[config.mk]
export PLATFORM = sky130hd
export DESIGN_NAME = reg_file
export DESIGN_NICKNAME = d
export VERILOG_FILES = /design/src/rtl/reg_file.sv
export SDC_FILE = /design/constraint.sdc
export NUM_CORES = 2
export LEC_CHECK = 0
export ABC_AREA = 1
export BUFFER_PORTS_ARGS = -buffer_cell sky130_fd_sc_hd__buf_2
export CORE_ASPECT_RATIO = 0.8
export CORE_MARGIN = 2
export CORE_UTILIZATION = 30
export CTS_CLUSTER_SIZE = 25
export DETAILED_ROUTE_END_ITERATION = 10
export REMOVE_ABC_BUFFERS = 1
export SLEW_MARGIN = 20
export SYNTH_ARGS = -nofsm -noshare
export SYNTH_HDL_FRONTEND = slang
export SYNTH_SLANG_ARGS = --single-unit
export TNS_END_PERCENT = 100
[constraint.sdc]
create_clock -name clk -period 1.99 [get_ports clk]
set_clock_uncertainty 0.15 [all_clocks]
set_input_delay 0.2985 -clock clk [delete_from_list [all_inputs] [get_ports clk]]
set_output_delay 0.2985 -clock clk [all_outputs]
set_load 0.02 [all_outputs]
[src/rtl/reg_file.sv]
// rtl/reg_file.sv - 32 x 32-bit MIPS register file, two combinational reads, one write per clock

module reg_file (
  input  logic        clk,
  input  logic        rst,
  input  logic [4:0]  R1,
  input  logic [4:0]  R2,
  input  logic [4:0]  W1,
  input  logic [31:0] D1,
  output logic [31:0] Out1,
  output logic [31:0] Out2
);

  // Entry 0 exists only to keep indexing uniform; it is held at zero and
  // the read muxes never select it, so it folds away as a constant.
  logic [31:0] regs_q [32];
  logic [31:0] regs_d [32];

  // Next-state: every non-reset edge writes D1 to W1; writes to entry 0 are dropped.
  always_comb begin
    regs_d = regs_q;
    if (W1 != 5'd0) begin
      regs_d[W1] = D1;
    end
    regs_d[0] = 32'd0;
  end

  // State register: synchronous reset clears all entries and overrides the write.
  always_ff @(posedge clk) begin
    if (rst) begin
      for (int i = 0; i < 32; i++) begin
        regs_q[i] <= 32'd0;
      end
    end else begin
      regs_q <= regs_d;
    end
  end

  // Read ports: no bypass, register 0 forced to zero even before the first reset.
  always_comb begin
    Out1 = (R1 == 5'd0) ? 32'd0 : regs_q[R1];
    Out2 = (R2 == 5'd0) ? 32'd0 : regs_q[R2];
  end

endmodule

==> impl_metrics.py <==
metrics = {
    "floorplan": {
        "die_x_um": 483.7,
        "start_util_pct": 30.26,
        "io_pins": 113,
        "rows": 140,
        "die_area_um2": 187600,
        "die-height_um": 387.8,
        "coreArea_um2": 182500,
    },
    "worst_setup_path": {
        "cp-end-kind": "output port",
        "cp.arrival_ps": 1930,
        "worstSetupPathType": "flop to output port",
        "r2r_cells": 3,
        "crit_fanout": 3,
        "critPathRequiredTime_ps": 1540,
        "cp-start-kind": "flop",
    },
    "pwr": {
        "swShare_pct": 29.50,
        "p_leak_uw": 0.02908,
        "switchingPower_uw": 14850,
        "power_frac_seq_pct": 40.6,
        "powerDensity_nw_per_um2": 716.1,
        "pwr-share-clk_pct": 43.9,
        "p_comb_share_pct": 15.4,
        "p_int_uw": 35490,
        "ir_drop_mv": 0.6452,
    },
    "sta": {
        "slew_headroom_pct": 43.11,
        "drv_slew": 0,
        "setup-violations-final": 64,
        "rsz0062_at_grt": "yes",
        "fin_crit_ps": 2375,
        "tightest_slew_ps": 853.3,
        "tns_ps": -20410,
        "whs_ps": 73.17,
        "finalCritPeriodShare_pct": 119.3,
        "layout_setup_ws_ps": -384.6,
        "finalHoldViolCount": 0,
        "max_freq_mhz": 421.1,
    },
    "run_status": {
        "status": "finished, violations left",
        "violations": "negative setup slack",
    },
    "clock_network": {
        "cts_buffer_depth": 3,
        "worstSkewPairLatency_ps": 740,
        "cts_sinks": 992,
        "cts_tree": "built",
        "htree_levels": 3,
        "clk_pin_slew_ps": 70,
        "clk_root_buffer_cell": "clkbuf_16",
        "cts_made_buffers": 107,
    },
    "detailed_routing": {
        "drc": 0,
        "avgViaCountPerCell": 5.453,
        "drt_iter0_drc": 9169,
        "vias": 64240,
        "first_pass_iters": 6,
        "wl_per_cell_um": 22.17,
        "ant_nets": 0,
        "drt-total-wl_mm": 261.1,
    },
    "placement": {
        "dp_slack_ps": -403.6,
        "gp_congestion": 0.9121,
        "placed_area_um2": 62870,
        "io_buffers": 112,
        "hpwl_mm": 162.5,
    },
    "layout": {
        "final_cell_mix": "3694 x nand2_1, 793 x nand3_1, 576 x nor2_1",
        "fin_nets": 9319,
        "multi_input_area_um2": 31700,
        "largest_reg_flops": 992,
        "regMostFlops": "regs_q",
        "regArea_um2": 20450,
        "fillers": 19100,
        "post-route-util_pct": 38.52,
        "final_common_cell": "nand2_1",
        "area_growth_syn_to_layout_pct": 27.29,
        "drive_gt1_share_pct": 21.75,
        "biggestRegsByFlops": "regs_q (992)",
        "post-route-cell-area_um2": 70310,
    },
    "synth": {
        "netlist_instances": 9242,
        "netlist_top_cells_area": "dfxtp_1 36%, nand2_1 27%, nand3_1 9.0%, a211oi_1 7.5%, a21oi_1 5.0%",
        "yosys.cell_types.count": 15,
        "yosys_warnings": 0,
        "ys_seq_area_share_pct": 35.96,
        "synth_top_area_share_pct": 35.96,
        "synthesis.area_um2": 55230,
        "ys_ff_latch": 992,
        "synth_top_area_cell": "dfxtp_1",
        "synth_area_per_cell_um2": 5.976,
    },
    "grt": {
        "grt.total_usage_pct": 26.51,
        "first_global_vias": 58800,
        "antenna_found_initial": 3,
        "grt_max_degree": 139,
        "grt_first_pass_wirelength_mm": 382.4,
        "grt-ovfl-total": 0,
    },
    "worst_hold_path": {
        "hp-class": "input pin to flop",
        "hold_depth": 4,
    },
    "job": {
        "drv_cap": 0,
    },
}
-- area by class of cell --
cell class | instances | share of cell area (%)
inverters | 701 | 3.791
multi-input cells | 6762 | 45.09
flip-flops and latches | 992 | 29.08
clock buffers | 156 | 4.469
well taps | 2414 | 4.296
clock inverters | 47 | 0.9254
repair buffers | 706 | 12.34
diodes | 2 | 0.007118
-- power by group through the flow --
stage	clock network, uW	logic [uW]	registers [uW]
finish	22100	7770	20500
global route	23100	8150	20500
CTS	22200	7370	20400
detailed placement	0	6890	20800
global placement	0	6860	20800
floorplan	0	2620	20800
-- what timing repair did --
item,4_1_cts,5_1_grt
endpoints found under the hold margin,986,0
endpoints found under the setup margin,64,64
pin swaps,269,309
setup buffers,23,29
hold buffers,35,0
gates cloned,0,2
gates resized for setup,812,574
-- synth_stat cells --
master / number
buf_2: 138
nand3_1: 989
o21ai_0: 136
nor3_2: 2
clkinv_1: 4
a211oi_1: 555
a21oi_1: 556
buf_1: 80
dfxtp_1: 992
nand4_1: 14
clkbuf_1: 569
nor2_1: 591
nand2_1: 3919
inv_2: 11
inv_1: 686
-- metal layers --
layer,share of wire [%],track usage (%),up-vias
met5,0,0,-
met4,5.2,12.23,0
met3,12,6.021,777
met2,41,38.36,4144
met1,42,37.09,29820
li1,-,-,29500
-- cells by family after synthesis --
group	count (synthesis)	share of synthesized area [%]
AOI/OAI and AO/OA	1247	13.81
and+or+nand+nor	5515	39.81
buffers and inverters	1488	10.42
DFF	992	35.96
-- critical path, stage by stage, from the launching register on --
cell and delay [ps]:
dfxtp_2 350, nand2_1 50, nand2_1 80, nand2_1 60, nand2_2 60, nand2_1 50, nand2_2 100, inv_2 30
nand2_1 50, nand2_1 70, nand2_2 110, buf_6 120
-- through the flow --
step | total power [uW] | cells
2_1_floorplan | 23410 | 8455
3_3_place_gp | 27690 | 11490
3_5_place_dp | 27740 | 11490
4_1_cts | 50040 | 11750
5_1_grt | 51760 | 11780
6_report | 50350 | 11780
-- final timing paths --
| path | start | to | slack (ps) |
|---|---|---|---|
| max | regs_q[867] | Out1[3] | -380 |
| min | W1[2] | regs_q[868] | 70 |
| max reg2reg | regs_q[161] | regs_q[161] | 640 |
| min reg2reg | regs_q[285] | regs_q[285] | 310 |
No activity file was read; power rests on OpenSTA's default activity.
